$ cat src/rtl/ps2_key_event_rx_pkg.sv
// Shared constants, types and key lookup for the PS/2 key event receiver.
// Scan codes are set 2; the ext flag marks keys that need the E0 prefix.
package ps2_pkg;

  localparam logic [7:0] PS2_EXT    = 8'hE0;
  localparam logic [7:0] PS2_BRK    = 8'hF0;
  localparam logic [7:0] PS2_ERR_LO = 8'h00;
  localparam logic [7:0] PS2_ERR_HI = 8'hFF;

  localparam logic [7:0] KEY_ESC_CODE   = 8'h76;
  localparam logic [7:0] KEY_S_CODE     = 8'h1B;
  localparam logic [7:0] KEY_R_CODE     = 8'h2D;
  localparam logic [7:0] KEY_UP_CODE    = 8'h75;
  localparam logic [7:0] KEY_DOWN_CODE  = 8'h72;
  localparam logic [7:0] KEY_RIGHT_CODE = 8'h74;
  localparam logic [7:0] KEY_LEFT_CODE  = 8'h6B;

  localparam logic KEY_ESC_EXT   = 1'b0;
  localparam logic KEY_S_EXT     = 1'b0;
  localparam logic KEY_R_EXT     = 1'b0;
  localparam logic KEY_UP_EXT    = 1'b1;
  localparam logic KEY_DOWN_EXT  = 1'b1;
  localparam logic KEY_RIGHT_EXT = 1'b1;
  localparam logic KEY_LEFT_EXT  = 1'b1;

  localparam logic [2:0] KEY_IDX_ESC   = 3'd0;
  localparam logic [2:0] KEY_IDX_S     = 3'd1;
  localparam logic [2:0] KEY_IDX_R     = 3'd2;
  localparam logic [2:0] KEY_IDX_UP    = 3'd3;
  localparam logic [2:0] KEY_IDX_DOWN  = 3'd4;
  localparam logic [2:0] KEY_IDX_RIGHT = 3'd5;
  localparam logic [2:0] KEY_IDX_LEFT  = 3'd6;

  localparam int EV_EXT     = 9;
  localparam int EV_BRK     = 8;
  localparam int EV_CODE_HI = 7;
  localparam int EV_CODE_LO = 0;
  localparam int EV_WIDTH   = 10;

  typedef enum logic {
    FR_IDLE,
    FR_RECV
  } frameState_t;

  typedef struct packed {
    logic       hit;
    logic [2:0] idx;
  } keyMap_t;

  // Maps an (ext, code) pair onto its key_held bit; hit=0 for unmapped keys.
  function automatic keyMap_t keyLookup(input logic ext, input logic [7:0] code);
    keyMap_t m;
    m.hit = 1'b1;
    m.idx = 3'd0;
    case ({ext, code})
      {KEY_ESC_EXT, KEY_ESC_CODE}:     m.idx = KEY_IDX_ESC;
      {KEY_S_EXT, KEY_S_CODE}:         m.idx = KEY_IDX_S;
      {KEY_R_EXT, KEY_R_CODE}:         m.idx = KEY_IDX_R;
      {KEY_UP_EXT, KEY_UP_CODE}:       m.idx = KEY_IDX_UP;
      {KEY_DOWN_EXT, KEY_DOWN_CODE}:   m.idx = KEY_IDX_DOWN;
      {KEY_RIGHT_EXT, KEY_RIGHT_CODE}: m.idx = KEY_IDX_RIGHT;
      {KEY_LEFT_EXT, KEY_LEFT_CODE}:   m.idx = KEY_IDX_LEFT;
      default:                         m.hit = 1'b0;
    endcase
    return m;
  endfunction

endpackage

$ cat src/rtl/ps2_key_event_rx_if.sv
// Valid/ready key event stream between the receiver and its consumer.
interface ps2_key_event_rx_if;
  logic [9:0] ev_data;
  logic       ev_valid;
  logic       ev_ready;

  modport master (output ev_data, output ev_valid, input ev_ready);
  modport slave  (input ev_data, input ev_valid, output ev_ready);
endinterface

$ cat src/rtl/ps2_key_event_rx_fifo.sv
// Show-ahead FIFO: o_data is registered so it reads as the head entry and
// keeps its last value once the FIFO drains.
module ps2_event_fifo #(
  parameter int WIDTH = 10,
  parameter int DEPTH = 8
) (
  input  logic             clk,
  input  logic             rst,
  input  logic             i_push,
  input  logic [WIDTH-1:0] i_data,
  input  logic             i_pop,
  output logic [WIDTH-1:0] o_data,
  output logic             o_valid,
  output logic             o_full
);

  localparam int AW = $clog2(DEPTH);

  logic [WIDTH-1:0] r_mem [DEPTH];
  logic [AW-1:0]    r_wrPtr;
  logic [AW-1:0]    r_rdPtr;
  logic [AW:0]      r_count;
  logic [WIDTH-1:0] r_dout;

  logic          w_doPush;
  logic          w_doPop;
  logic [AW-1:0] w_rdNext;
  logic [AW:0]   w_cntNext;

  assign o_valid  = (r_count != '0);
  assign o_full   = (r_count == (AW+1)'(DEPTH));
  assign o_data   = r_dout;
  assign w_doPop  = i_pop & o_valid;
  assign w_doPush = i_push & (~o_full | w_doPop);
  assign w_rdNext = w_doPop ? r_rdPtr + AW'(1) : r_rdPtr;

  always_comb begin
    w_cntNext = r_count;
    if (w_doPush && !w_doPop) w_cntNext = r_count + (AW+1)'(1);
    else if (!w_doPush && w_doPop) w_cntNext = r_count - (AW+1)'(1);
  end

  always_ff @(posedge clk) begin
    if (w_doPush) r_mem[r_wrPtr] <= i_data;
  end

  // The new head bypasses the memory when the pushed word lands in the head slot.
  always_ff @(posedge clk or posedge rst) begin
    if (rst) begin
      r_wrPtr <= '0;
      r_rdPtr <= '0;
      r_count <= '0;
      r_dout  <= '0;
    end else begin
      if (w_doPush) r_wrPtr <= r_wrPtr + AW'(1);
      r_rdPtr <= w_rdNext;
      r_count <= w_cntNext;
      if (w_cntNext != '0)
        r_dout <= (w_doPush && (r_wrPtr == w_rdNext)) ? i_data : r_mem[w_rdNext];
    end
  end

endmodule

$ cat src/rtl/ps2_key_event_rx.sv
// PS/2 keyboard receiver: synchronises and filters the PS/2 lines, frames and
// checks bytes, decodes E0/F0 prefixes into key events and tracks held keys.
module ps2_key_event_rx
  import ps2_pkg::*;
#(
  parameter int FILTER_LEN  = 8,
  parameter int TIMEOUT_CYC = 100000,
  parameter int FIFO_DEPTH  = 8
) (
  input  logic               CLK,
  input  logic               RESET,
  input  logic               PS2_C,
  input  logic               PS2_D,
  ps2_key_event_rx_if.master evIf,
  output logic [6:0]         key_held,
  output logic               frame_err,
  output logic               overflow
);

  localparam int TO_W = $clog2(TIMEOUT_CYC + 1);

  logic r_rstMeta, r_rstSync;
  logic w_rst;

  logic       r_c1, r_c2, r_d1, r_d2;
  logic       r_filtC, r_filtDly;
  logic [7:0] r_filtCnt;
  logic       w_fall;

  frameState_t r_state;
  logic [3:0]  r_bitCount;
  logic [9:0]  r_shift;
  logic [TO_W-1:0] r_toCnt;
  logic        r_frameOk, r_frameBad, r_timeout;
  logic [7:0]  r_byte;
  logic [10:0] w_frame;
  logic        w_frameGood;

  logic          r_ext, r_brk;
  logic          r_push;
  logic [EV_WIDTH-1:0] r_pushData;
  logic [6:0]    r_keyHeld;
  logic          r_frameErr;
  logic          r_overflow;
  keyMap_t       w_key;
  logic [6:0]    w_keyMask;

  logic w_fifoFull;
  logic w_fifoValid;
  logic w_drop;

  // Reset asserts immediately but releases on a clock edge.
  always_ff @(posedge CLK or posedge RESET) begin
    if (RESET) begin
      r_rstMeta <= 1'b1;
      r_rstSync <= 1'b1;
    end else begin
      r_rstMeta <= 1'b0;
      r_rstSync <= r_rstMeta;
    end
  end
  assign w_rst = r_rstSync;

  always_ff @(posedge CLK or posedge w_rst) begin
    if (w_rst) begin
      r_c1      <= 1'b1;
      r_c2      <= 1'b1;
      r_d1      <= 1'b1;
      r_d2      <= 1'b1;
      r_filtC   <= 1'b1;
      r_filtDly <= 1'b1;
      r_filtCnt <= '0;
    end else begin
      r_c1      <= PS2_C;
      r_c2      <= r_c1;
      r_d1      <= PS2_D;
      r_d2      <= r_d1;
      r_filtDly <= r_filtC;
      if (r_c2 != r_filtC) begin
        if (r_filtCnt == 8'(FILTER_LEN - 1)) begin
          r_filtC   <= r_c2;
          r_filtCnt <= '0;
        end else begin
          r_filtCnt <= r_filtCnt + 8'd1;
        end
      end else begin
        r_filtCnt <= '0;
      end
    end
  end

  assign w_fall      = r_filtDly & ~r_filtC;
  assign w_frame     = {r_d2, r_shift};
  assign w_frameGood = ~w_frame[0] & (^w_frame[9:1]) & w_frame[10];

  // Frame FSM: the eleventh falling edge is checked straight from the live data bit.
  always_ff @(posedge CLK or posedge w_rst) begin
    if (w_rst) begin
      r_state    <= FR_IDLE;
      r_bitCount <= '0;
      r_shift    <= '0;
      r_toCnt    <= '0;
      r_frameOk  <= 1'b0;
      r_frameBad <= 1'b0;
      r_timeout  <= 1'b0;
      r_byte     <= '0;
    end else begin
      r_frameOk  <= 1'b0;
      r_frameBad <= 1'b0;
      r_timeout  <= 1'b0;
      case (r_state)
        FR_IDLE: begin
          r_toCnt <= '0;
          if (w_fall) begin
            r_shift    <= {r_d2, r_shift[9:1]};
            r_bitCount <= 4'd1;
            r_state    <= FR_RECV;
          end
        end
        FR_RECV: begin
          if (w_fall) begin
            r_toCnt <= '0;
            if (r_bitCount == 4'd10) begin
              r_bitCount <= '0;
              r_state    <= FR_IDLE;
              if (w_frameGood) begin
                r_frameOk <= 1'b1;
                r_byte    <= w_frame[8:1];
              end else begin
                r_frameBad <= 1'b1;
              end
            end else begin
              r_shift    <= {r_d2, r_shift[9:1]};
              r_bitCount <= r_bitCount + 4'd1;
            end
          end else if (r_toCnt == TO_W'(TIMEOUT_CYC - 1)) begin
            r_timeout  <= 1'b1;
            r_bitCount <= '0;
            r_toCnt    <= '0;
            r_state    <= FR_IDLE;
          end else begin
            r_toCnt <= r_toCnt + TO_W'(1);
          end
        end
        default: r_state <= FR_IDLE;
      endcase
    end
  end

  assign w_key     = keyLookup(r_ext, r_byte);
  assign w_keyMask = 7'(1) << w_key.idx;

  // Decoder: prefixes accumulate until a key byte consumes them.
  always_ff @(posedge CLK or posedge w_rst) begin
    if (w_rst) begin
      r_ext      <= 1'b0;
      r_brk      <= 1'b0;
      r_push     <= 1'b0;
      r_pushData <= '0;
      r_keyHeld  <= '0;
      r_frameErr <= 1'b0;
    end else begin
      r_push     <= 1'b0;
      r_frameErr <= 1'b0;
      if (r_frameBad || r_timeout) begin
        r_ext      <= 1'b0;
        r_brk      <= 1'b0;
        r_frameErr <= 1'b1;
      end else if (r_frameOk) begin
        case (r_byte)
          PS2_EXT: r_ext <= 1'b1;
          PS2_BRK: r_brk <= 1'b1;
          PS2_ERR_LO, PS2_ERR_HI: begin
            r_ext      <= 1'b0;
            r_brk      <= 1'b0;
            r_frameErr <= 1'b1;
          end
          default: begin
            r_push                           <= 1'b1;
            r_pushData[EV_EXT]               <= r_ext;
            r_pushData[EV_BRK]               <= r_brk;
            r_pushData[EV_CODE_HI:EV_CODE_LO] <= r_byte;
            if (w_key.hit)
              r_keyHeld <= r_brk ? (r_keyHeld & ~w_keyMask) : (r_keyHeld | w_keyMask);
            r_ext <= 1'b0;
            r_brk <= 1'b0;
          end
        endcase
      end
    end
  end

  ps2_event_fifo #(
    .WIDTH (EV_WIDTH),
    .DEPTH (FIFO_DEPTH)
  ) u_fifo (
    .clk     (CLK),
    .rst     (w_rst),
    .i_push  (r_push),
    .i_data  (r_pushData),
    .i_pop   (evIf.ev_ready),
    .o_data  (evIf.ev_data),
    .o_valid (w_fifoValid),
    .o_full  (w_fifoFull)
  );

  assign w_drop = r_push & w_fifoFull & ~(w_fifoValid & evIf.ev_ready);

  always_ff @(posedge CLK or posedge w_rst) begin
    if (w_rst) r_overflow <= 1'b0;
    else if (w_drop) r_overflow <= 1'b1;
  end

  assign evIf.ev_valid = w_fifoValid;
  assign key_held      = r_keyHeld;
  assign frame_err     = r_frameErr;
  assign overflow      = r_overflow;

endmodule

$ cat src/flat_wrapper.sv
// flat-port wrapper written by rule: the top's interface ports become plain ports
module ps2_key_event_rx_flat import ps2_pkg::*;
#(
  parameter int FILTER_LEN  = 8,
  parameter int TIMEOUT_CYC = 100000,
  parameter int FIFO_DEPTH  = 8
)
  (CLK, RESET, PS2_C, PS2_D, key_held, frame_err, overflow, evIf_ev_data, evIf_ev_valid, evIf_ev_ready);
  ps2_key_event_rx_if evIf_i ();
  input  logic CLK;
  input  logic RESET;
  input  logic PS2_C;
  input  logic PS2_D;
  output logic [6:0] key_held;
  output logic frame_err;
  output logic overflow;
  output wire logic [$bits(evIf_i.ev_data)-1:0] evIf_ev_data;
  output wire logic [$bits(evIf_i.ev_valid)-1:0] evIf_ev_valid;
  input wire logic [$bits(evIf_i.ev_ready)-1:0] evIf_ev_ready;
  assign evIf_ev_data = evIf_i.ev_data;
  assign evIf_ev_valid = evIf_i.ev_valid;
  assign evIf_i.ev_ready = evIf_ev_ready;
  ps2_key_event_rx #(.FILTER_LEN(FILTER_LEN), .TIMEOUT_CYC(TIMEOUT_CYC), .FIFO_DEPTH(FIFO_DEPTH)) u_core (.CLK(CLK), .RESET(RESET), .PS2_C(PS2_C), .PS2_D(PS2_D), .evIf(evIf_i), .key_held(key_held), .frame_err(frame_err), .overflow(overflow));
endmodule
$ cat config.mk
export PLATFORM = sky130hd
export DESIGN_NAME = ps2_key_event_rx_flat
export DESIGN_NICKNAME = d
export VERILOG_FILES = /design/src/rtl/ps2_key_event_rx_pkg.sv /design/src/rtl/ps2_key_event_rx_if.sv /design/src/rtl/ps2_key_event_rx_fifo.sv /design/src/rtl/ps2_key_event_rx.sv /design/src/flat_wrapper.sv
export SDC_FILE = /design/constraint.sdc
export NUM_CORES = 1
export LEC_CHECK = 0
export BUFFER_PORTS_ARGS = -buffer_cell sky130_fd_sc_hd__buf_2
export CORE_ASPECT_RATIO = 0.7
export CORE_MARGIN = 3
export CORE_UTILIZATION = 70
export CTS_BUF_LIST = sky130_fd_sc_hd__clkbuf_4
export DETAILED_ROUTE_END_ITERATION = 10
export GPL_TIMING_DRIVEN = 1
export HOLD_SLACK_MARGIN = 0.05
export MAX_ROUTING_LAYER = met4
export PLACE_DENSITY = 0.92
export SLEW_MARGIN = 20
export SYNTH_ARGS = -nofsm -noshare
export SYNTH_HDL_FRONTEND = slang
export SYNTH_HIERARCHICAL = 1
export SYNTH_SLANG_ARGS = --single-unit
$ cat constraint.sdc
create_clock -name CLK -period 4.44 [get_ports CLK]
set_input_delay 0.444 -clock CLK [delete_from_list [all_inputs] [get_ports CLK]]
set_output_delay 0.444 -clock CLK [all_outputs]
set_load 0.01 [all_outputs]
==> metrics.md, run 1 <==
| Metric | Value |
|---|---|
| Port bufs | 24 |
| Fmax | roughly 0.29 GHz |
| Final hold vios | 0 |
| Post-synth EDFFs | 80 |
| FF+latch count, synth | around 180 |
| Antenna Cells | 0 |
| Max Cap Viol | 0 |
| Die Y | 99.9 um |
| Die width | between 100 and 150 um |
| Part of the power in combinational logic | 33.3% |
| Fraction of layout cells with a size suffix above 1 | between 10% and 20% |
| Mapped Cells | just over 700 |
| Placement Rows | 33 |
| Relative max-transition margin | between 20% and 30% |
| Setup Viol. Count Final | 0 |
| WL/cell | about 21 um |
| Clock power frac | between 20% and 30% |
| Slew Limit Fails | 0 |
| Initial Util | between 70 and 80% |
| Fin crit share | 76.9% |
| Vias in the first global route | ~6000 |
| Synth Net Count | 731 |
| Tmin final | about 3.4 ns |
| Crit path DAT | 3.89 ns |
| CTS buffer count | 17 |
| CP required | 4.92 ns |
| Via density | roughly 6.7 |
| CTS clk-pin slew, worst paths | 0.14 ns |
| Overall via count from detail_route | roughly 6000 |
| Largest stage delay, worst path | 0.82 ns |
| Clock Tree Root | clkbuf_4 |
| GRT Resource Usage Total | roughly 30% |
| CP cell instances | inv_1 -> ha_1 -> nor3b_4 -> inv_2 -> a311oi_4 -> buf_12 -> mux4_2 -> a211o_1 -> a31oi_1 |
| DRC Markers | 0 |
| Synth Area per Inst | between 10 and 15 um2 |
| Sw frac | between 30% and 40% |
| Leakage power total | between 4 and 5 nW |
| Final GP Congestion | 0.866 |
| Ys flop type | dfrtp_1 |
| Worst Path Buf+Inv | 3 |
| Ranking of synthesized cells by area | edfxtp_1 (27%), dfrtp_1 (26%), mux2i_1 (8.2%), dfstp_2 (2.4%), nand2_1 (2.4%) |
| Total power draw | 4.63 mW |
| Final clock skew | about 0.015 ns |
| Net Sw Power | about 1.6 mW |
| Seq/Total Area, Yosys | between 50% and 60% |
| Status | completed |
| Post-CTS setup buffer count | 0 |
| Worst path slowest cell | a311oi_4 |
| Area share of the leading cell type in the synthesized netlist | 27.2% |
| Ys Warns | 6 |
| Hold Crit Class | flop to async pin |
| GRT overflow | 0 |
| Synth-to-Final Area Change | 7.16% |
| Nets@finish | between 700 and 800 |
| Ys async rst share | a little under three fifths |
| First-pass GRT wire length | around 31 mm |
| Setup Crit Path Kind | flop to flop |
| I/O pins | 25 |
| Number of routed nets with antenna violations | 0 |
| Most common cell after layout, fill and taps aside | dfrtp_1 |
| RSZ-0062 raised after global routing | no |
| Worst Setup End Kind | flop |
| Most frequent cells in the layout | dfrtp_1 (92), edfxtp_1 (80), mux2i_1 (72) |
| Core Box Area | 0.0120 mm2 |
| Least-Margin Pin Slew | 1.08 ns |
| H-tree depth | 4 |
| Top cell type by total area after synthesis | edfxtp_1 |
| Crit-path max FO | 25 |
| Startpoint types | flop |
| Antenna violations before repair | 0 |
| Netlist cell types | 71 |
| Peak VDD IR | around 0.68 mV |
| Initial drt markers | just under 700 |
| Pin count of the biggest net entering global routing | 66 |
| TritonCTS clock tree | done |
| HPWL Detailed | 12.5 mm |
| Fin Setup TNS | 0 ns |
| Post-Syn Area | slightly below 0.009 mm2 |
| Crit-path leading delay family | compound AO/OA/AOI/OAI gates |
| DRT Wirelength | ~19 mm |
| Clock tree buffer depth | 2 |
| Post-cts sizing count | 0 |
| Pint | between 2 and 3 mW |
| Die area | between 0.01 and 0.015 mm2 |
| Share of power burned in registers | about 44% |
| Worst-Skew Late Latency | between 0.5 and 0.6 ns |
| Fill count | about 660 |
| Clk sinks | 181 |
| Pre-antenna DRT Iters | 8 |
| Power density cells | 489 mW/mm2 |
## stage by stage
step	util (%)	std cells	cell area [um2]	hold WS [ns]	setup slack (ns)
final	78.7	909	9460	0.178	1.02
after global routing	78.7	909	9460	0.201	0.744
after CTS	78.7	909	9450	0.189	1.12
after detailed placement	75.7	874	9100	0.183	1.17
after global placement	75.7	874	9100	0.180	1.38
after floorplan	-	718	8830	0.319	1.80
## synthesized netlist by cell type, drive strengths merged (2+ instances only)
cell,number
nor3,14
nand2,56
edfxtp,80
nor4,7
buf,22
and4,2
a21o,2
a311oi,10
nor4bb,2
mux4,8
or4,3
and3,6
nor4b,2
dfrtp,93
a31o,4
or3,4
inv,26
a32oi,3
a211o,9
nor2,48
xor2,18
mux2,31
xnor2,22
nor2b,15
nand4b,3
nand2b,7
clkbuf,18
a21oi,6
nand3b,2
nor3b,2
mux2i,73
ha,8
dfstp,8
o211ai,3
and2,3
nand3,19
a211oi,21
o21ai,16
nand4,9
and3b,2
a31oi,14
## repair_timing
| item | CTS | global route |
|---|---|---|
| hold buffers | 3 | 0 |
| endpoints found under the hold margin | 4 | 0 |
| setup endpoints to repair | 0 | 0 |
## final timing paths
kind,slack (ns),to,cells past startpoint,startpoint
max in group asynchronous,3.20,u_core/r_pushData[0]$_DFFE_PP0P_,2,u_core/r_rstSync$_DFF_PP1_
setup reg to reg,1.02,u_core/u_fifo/o_data[6]$_DFFE_PP0P_,9,u_core/u_fifo/r_count[1]$_DFF_PP0_
hold reg to reg,0.18,u_core/r_filtCnt[5]$_DFF_PP0_,1,u_core/r_rstSync$_DFF_PP1_
hold / removal,0.18,u_core/r_filtCnt[5]$_DFF_PP0_,1,u_core/r_rstSync$_DFF_PP1_
setup / recovery,1.02,u_core/u_fifo/o_data[6]$_DFFE_PP0P_,9,u_core/u_fifo/r_count[1]$_DFF_PP0_
min in group CLK,0.33,u_core/overflow$_DFFE_PP0P_,3,evIf_ev_ready
## worst reg2reg max path, cell delays in order, from the launching register on
cell and delay, ns:
dfrtp_1 0.50, inv_1 0.14, ha_1 0.31, nor3b_4 0.31, inv_2 0.13, a311oi_4 0.82, buf_12 0.27, mux4_2 0.33
a211o_1 0.33, a31oi_1 0.22
## layer usage
metal	vias up	wire (um)	GRT usage [%]
li1	2686	-	-
met2	336	9060	44.6
met4	0	442	9.23
met1	3009	7990	40.0
met5	-	0	-
met3	49	1830	7.62
## power by group through the flow
stage               logic [mW]  registers [mW]  clock network [mW]
floorplan                 1.21            2.04                   0
global placement          1.42            2.07                   0
detailed placement        1.50            2.08                   0
CTS                       1.52            2.05                1.05
global route              1.65            2.07                1.12
finish                    1.54            2.05                1.03
## cell type report
type / count / area, um2 / share of cell area [%]
Clock buffer: 17 / 128 / 1.35
Tap cell: 157 / 196 / 2.08
Timing Repair Buffer: 42 / 275 / 2.91
Multi-Input combinational cell: 471 / 3620 / 38.3
Clock inverter: 15 / 200 / 2.12
Inverter: 26 / 98.8 / 1.05
Sequential cell: 181 / 4940 / 52.2
## sequential cells by signal, summed over array words and instances (netlist names), 3 cells and up, named ones only
register and flops:
u_core/u_fifo/r_wrPtr 3, u_core/u_fifo/r_mem 80, u_core/u_fifo/o_data 10, u_core/r_shift 10, u_core/u_fifo/r_count 4, u_core/r_byte 8
u_core/r_toCnt 17, u_core/r_bitCount 4, u_core/u_fifo/r_rdPtr 3, u_core/r_filtCnt 8, u_core/r_pushData 10
## logic make-up (layout without fill, tap and decap cells)
logic type                 Yosys count  after routing  synth area share (%)
buffers and inverters               66            100                  3.27
and+or+nand+nor                    210            210                  12.3
adders and majority gates            8              8                  1.13
muxes                              112            112                  14.8
other                                1              1                0.0425
AOI/OAI and AO/OA                  100            100                  8.42
xor gates and xnor gates            40             40                  4.05
DFF                                181            181                  56.0
(Power assumes the default switching activity.)
==> inputs of run 2 (changes only) <==
--- a/config.mk
+++ b/config.mk
@@ -5,16 +5,17 @@
 export SDC_FILE = /design/constraint.sdc
 export NUM_CORES = 1
 export LEC_CHECK = 0
+export ABC_AREA = 1
 export BUFFER_PORTS_ARGS = -buffer_cell sky130_fd_sc_hd__buf_2
 export CORE_ASPECT_RATIO = 0.7
 export CORE_MARGIN = 3
-export CORE_UTILIZATION = 70
+export CORE_UTILIZATION = 58
 export CTS_BUF_LIST = sky130_fd_sc_hd__clkbuf_4
 export DETAILED_ROUTE_END_ITERATION = 10
 export GPL_TIMING_DRIVEN = 1
 export HOLD_SLACK_MARGIN = 0.05
 export MAX_ROUTING_LAYER = met4
-export PLACE_DENSITY = 0.92
+export PLACE_DENSITY = 0.82
 export SLEW_MARGIN = 20
 export SYNTH_ARGS = -nofsm -noshare
 export SYNTH_HDL_FRONTEND = slang
==> constraint.sdc (replaced) <==
create_clock -name CLK -period 2.95 [get_ports CLK]
set_input_delay 0.295 -clock CLK [delete_from_list [all_inputs] [get_ports CLK]]
set_output_delay 0.295 -clock CLK [all_outputs]
set_load 0.01 [all_outputs]
==> run 2 against run 1 <==
  * Synthesized cell count is 37% higher
  * Clock power is 31% higher
  * Critical path type unchanged
  * Critical endpoint is now u_core/u_fifo/o_data[5]$_DFFE_PP0P_
  * Largest cell class unchanged
  * Largest power group unchanged
  * Global-route usage is 5.3 points lower
  * Highest routed layer unchanged
  * Combinational power is 62% higher
==> metrics.md, run 2 <==
| Metric | Value |
|---|---|
| Ys Warns | 6 |
| Seq/Total Area, Yosys | between 50% and 60% |
| First-pass GRT wire length | between 30 and 40 mm |
| CTS clk-pin slew, worst paths | around 0.15 ns |
| Fmax | about 0.40 GHz |
| Met3 WL post-DR | ~1.3 mm |
| FF+latch count, synth | between 150 and 200 |
| Nets@finish | 1030 |
| Port bufs | 24 |
| Simple-Gate Fraction of Synth Area | 30.0% |
| I/O pins | 25 |
| Setup Viol. Count Final | 0 |
| Crit path DAT | ~3.0 ns |
| Synth-to-Final Area Change | 7.13% |
| Non-filler instance count after layout | approximately 1200 |
| WL/cell | approximately 15 um |
| Startpoint types | flop |
| Power density cells | around 720 mW/mm2 |
| Synth Net Count | 994 |
| Reg with most FFs | u_core/u_fifo/r_mem |
| Initial drt markers | 594 |
| Initial Util | 59.9% |
| Multiplexer share of the synthesized area | 0% |
| Placed instance count | 1189 |
| Crit-path max FO | 12 |
| Relative max-transition margin | 46.1% |
| Synth cell count leaders | nand2_1 (234), nand3_1 (145), inv_1 (134) |
| GRT overflow | 0 |
| Top cell type by total area after synthesis | edfxtp_1 |
| Compound-cell area share of the yosys netlist | 3.05% |
| CP required | 3.44 ns |
| TritonCTS clock tree | done |
| Area share of the leading cell type in the synthesized netlist | 27.0% |
| CTS buffer count | 17 |
| Post-synthesis adder-cell area fraction | under 10% |
| Max Cap Viol | 0 |
| Worst-Skew Late Latency | 0.60 ns |
| Fraction of layout cells with a size suffix above 1 | between 10 and 15% |
| Fin Setup TNS | 0 ns |
| Final GP Congestion | approximately 0.95 |
| Die Y | between 100 and 150 um |
| Critical path origin | u_core/u_fifo/r_count[0]$_DFF_PP0_ |
| Largest regs | u_core/u_fifo/r_mem x80, u_core/r_toCnt x17 |
| Synth Area per Inst | about 9.1 um2 |
| Pre-antenna DRT Iters | 5 |
| Number of routed nets with antenna violations | 0 |
| Via density | ~5.4 |
| Antenna Cells | 0 |
| Post-synth EDFFs | 80 |
| Least-Margin Pin Slew | about 0.81 ns |
| Fin crit share | between 80% and 90% |
| Mapped Cells | 981 |
| Tmin final | approximately 2.5 ns |
| Setup Crit Path Kind | flop to flop |
| HPWL Detailed | 12.9 mm |
| Final hold vios | 0 |
| DRC Markers | 0 |
| Clock tree buffer depth | 2 |
| Hold Crit Class | primary input to async pin |
| DR top layer | met4 |
| Core Box Area | 0.0149 mm2 |
| Wire length on met2 | 8.26 mm |
| Worst flop-to-flop path startpoint | u_core/u_fifo/r_count[0]$_DFF_PP0_ |
| Final clock skew | roughly 0.015 ns |
| Leakage power total | 4.53 nW |
| Slew Limit Fails | 0 |
| Peak VDD IR | between 0.4 and 0.5 mV |
| Pin count of the biggest net entering global routing | 47 |
| H-tree depth | 4 |
| Main combinational cell family by area after synthesis | simple AND/OR/NAND/NOR gates |
| Most frequent cells in the layout | nand2_1 (234), nand3_1 (145), inv_1 (133) |
| Die width | roughly 150 um |
| Antenna violations before repair | 0 |
| Post-Syn Area | 0.00890 mm2 |
| Max reg flops | 80 |
| Clk sinks | around 180 |
| Vias in the first global route | 6233 |
| Status | completed |
| Reg2Reg Setup Slack | ~0.43 ns |
| GRT Resource Usage Total | 24.2% |
| Placement Rows | 37 |
| Ys flop type | dfrtp_1 |
| RSZ-0062 raised after global routing | no |
| Most common cell after layout, fill and taps aside | nand2_1 |
| Most frequent cell after synthesis | nand2_1 |
| Ys async rst share | between 50% and 60% |
| Post-cts sizing count | 0 |
| Overall via count from detail_route | 6662 |
| Clock Tree Root | clkbuf_4 |
| Die area | between 0.015 and 0.02 mm2 |
| Worst Setup End Kind | flop |
| Post-Synth XOR/XNOR Area | 1.87% |
| M1 WL | 8.98 mm |
| DRT Wirelength | roughly 19 mm |
| Ranking of synthesized cells by area | edfxtp_1 (27%), dfrtp_1 (26%), nand2_1 (9.9%), nand3_1 (8.2%), inv_1 (5.7%) |
| Netlist cell types | 43 |
-- run 2: repair_timing --
action	in CTS	in global routing
buffers inserted	0	0
hold buffers	4	0
hold endpoints to repair	5	0
-- run 2: where the power goes --
group | total (mW) | internal [mW] | switching [mW]
clock network | 1.35 | 0.451 | 0.903
registers | 3.01 | 2.84 | 0.174
logic | 2.50 | 0.829 | 1.67
total | 6.87 | 4.12 | 2.75
-- run 2: path summary, 6_finish.rpt --
path	endpoint	cells past startpoint
worst min register to register	u_core/r_c2$_DFF_PP1_	0
worst max-delay path	u_core/u_fifo/o_data[5]$_DFFE_PP0P_	13
max in group asynchronous	u_core/frame_err$_DFF_PP0_	2
min in group CLK	u_core/r_d1$_DFF_PP1_	2
worst min-delay path	u_core/r_rstSync$_DFF_PP1_	3
worst max register to register	u_core/u_fifo/o_data[5]$_DFFE_PP0P_	13
-- run 2: final cells by class --
class	instances	area [um2]
clock inverter	14	144
sequential	181	4940
tap	195	244
multi-input combinational	629	3210
clock buffer	18	135
fill	1199	5330
timing repair buffer	46	320
inverter	142	534
-- run 2: through the flow --
| stage | hold slack, ns | cell area, um2 | util [%] | total power, mW | worst slack [ns] |
|---|---|---|---|---|---|
| after floorplan | 0.207 | 8900 | - | 4.98 | 0.587 |
| after global placement | 0.320 | 9210 | 62.0 | 5.43 | 0.579 |
| after detailed placement | 0.327 | 9210 | 62.0 | 5.50 | 0.562 |
| after CTS | 0.198 | 9530 | 64.1 | 6.87 | 0.495 |
| after global routing | 0.248 | 9530 | 64.1 | 7.35 | 0.178 |
| final | 0.238 | 9530 | 64.1 | 6.87 | 0.427 |
-- run 2: metal layers --
layer  vias up  global-route usage [%]
met2       238                    34.7
li1       3271                       -
met4         0                    7.88
met3        26                    4.96
met5         -                       -
met1      3127                    34.9
-- run 2: logic make-up after synthesis --
kind of cell               count (synthesis)
and+or+nand+nor                          559
xor gates and xnor gates                  19
DFF                                      181
other                                      1
buffers and inverters                    171
AOI/OAI and AO/OA                         42
adders and majority gates                  8
-- run 2: critical path, stage by stage, from the launching register on --
cell	delay, ns
dfrtp_1	0.42
inv_1	0.13
ha_1	0.27
nand2_4	0.12
nand2_4	0.12
nand2_1	0.08
nand2_1	0.34
nand2_1	0.09
nand2_1	0.33
nand3_4	0.21
nand3_1	0.14
nand2_1	0.06
nand2_1	0.05
nand2_1	0.05
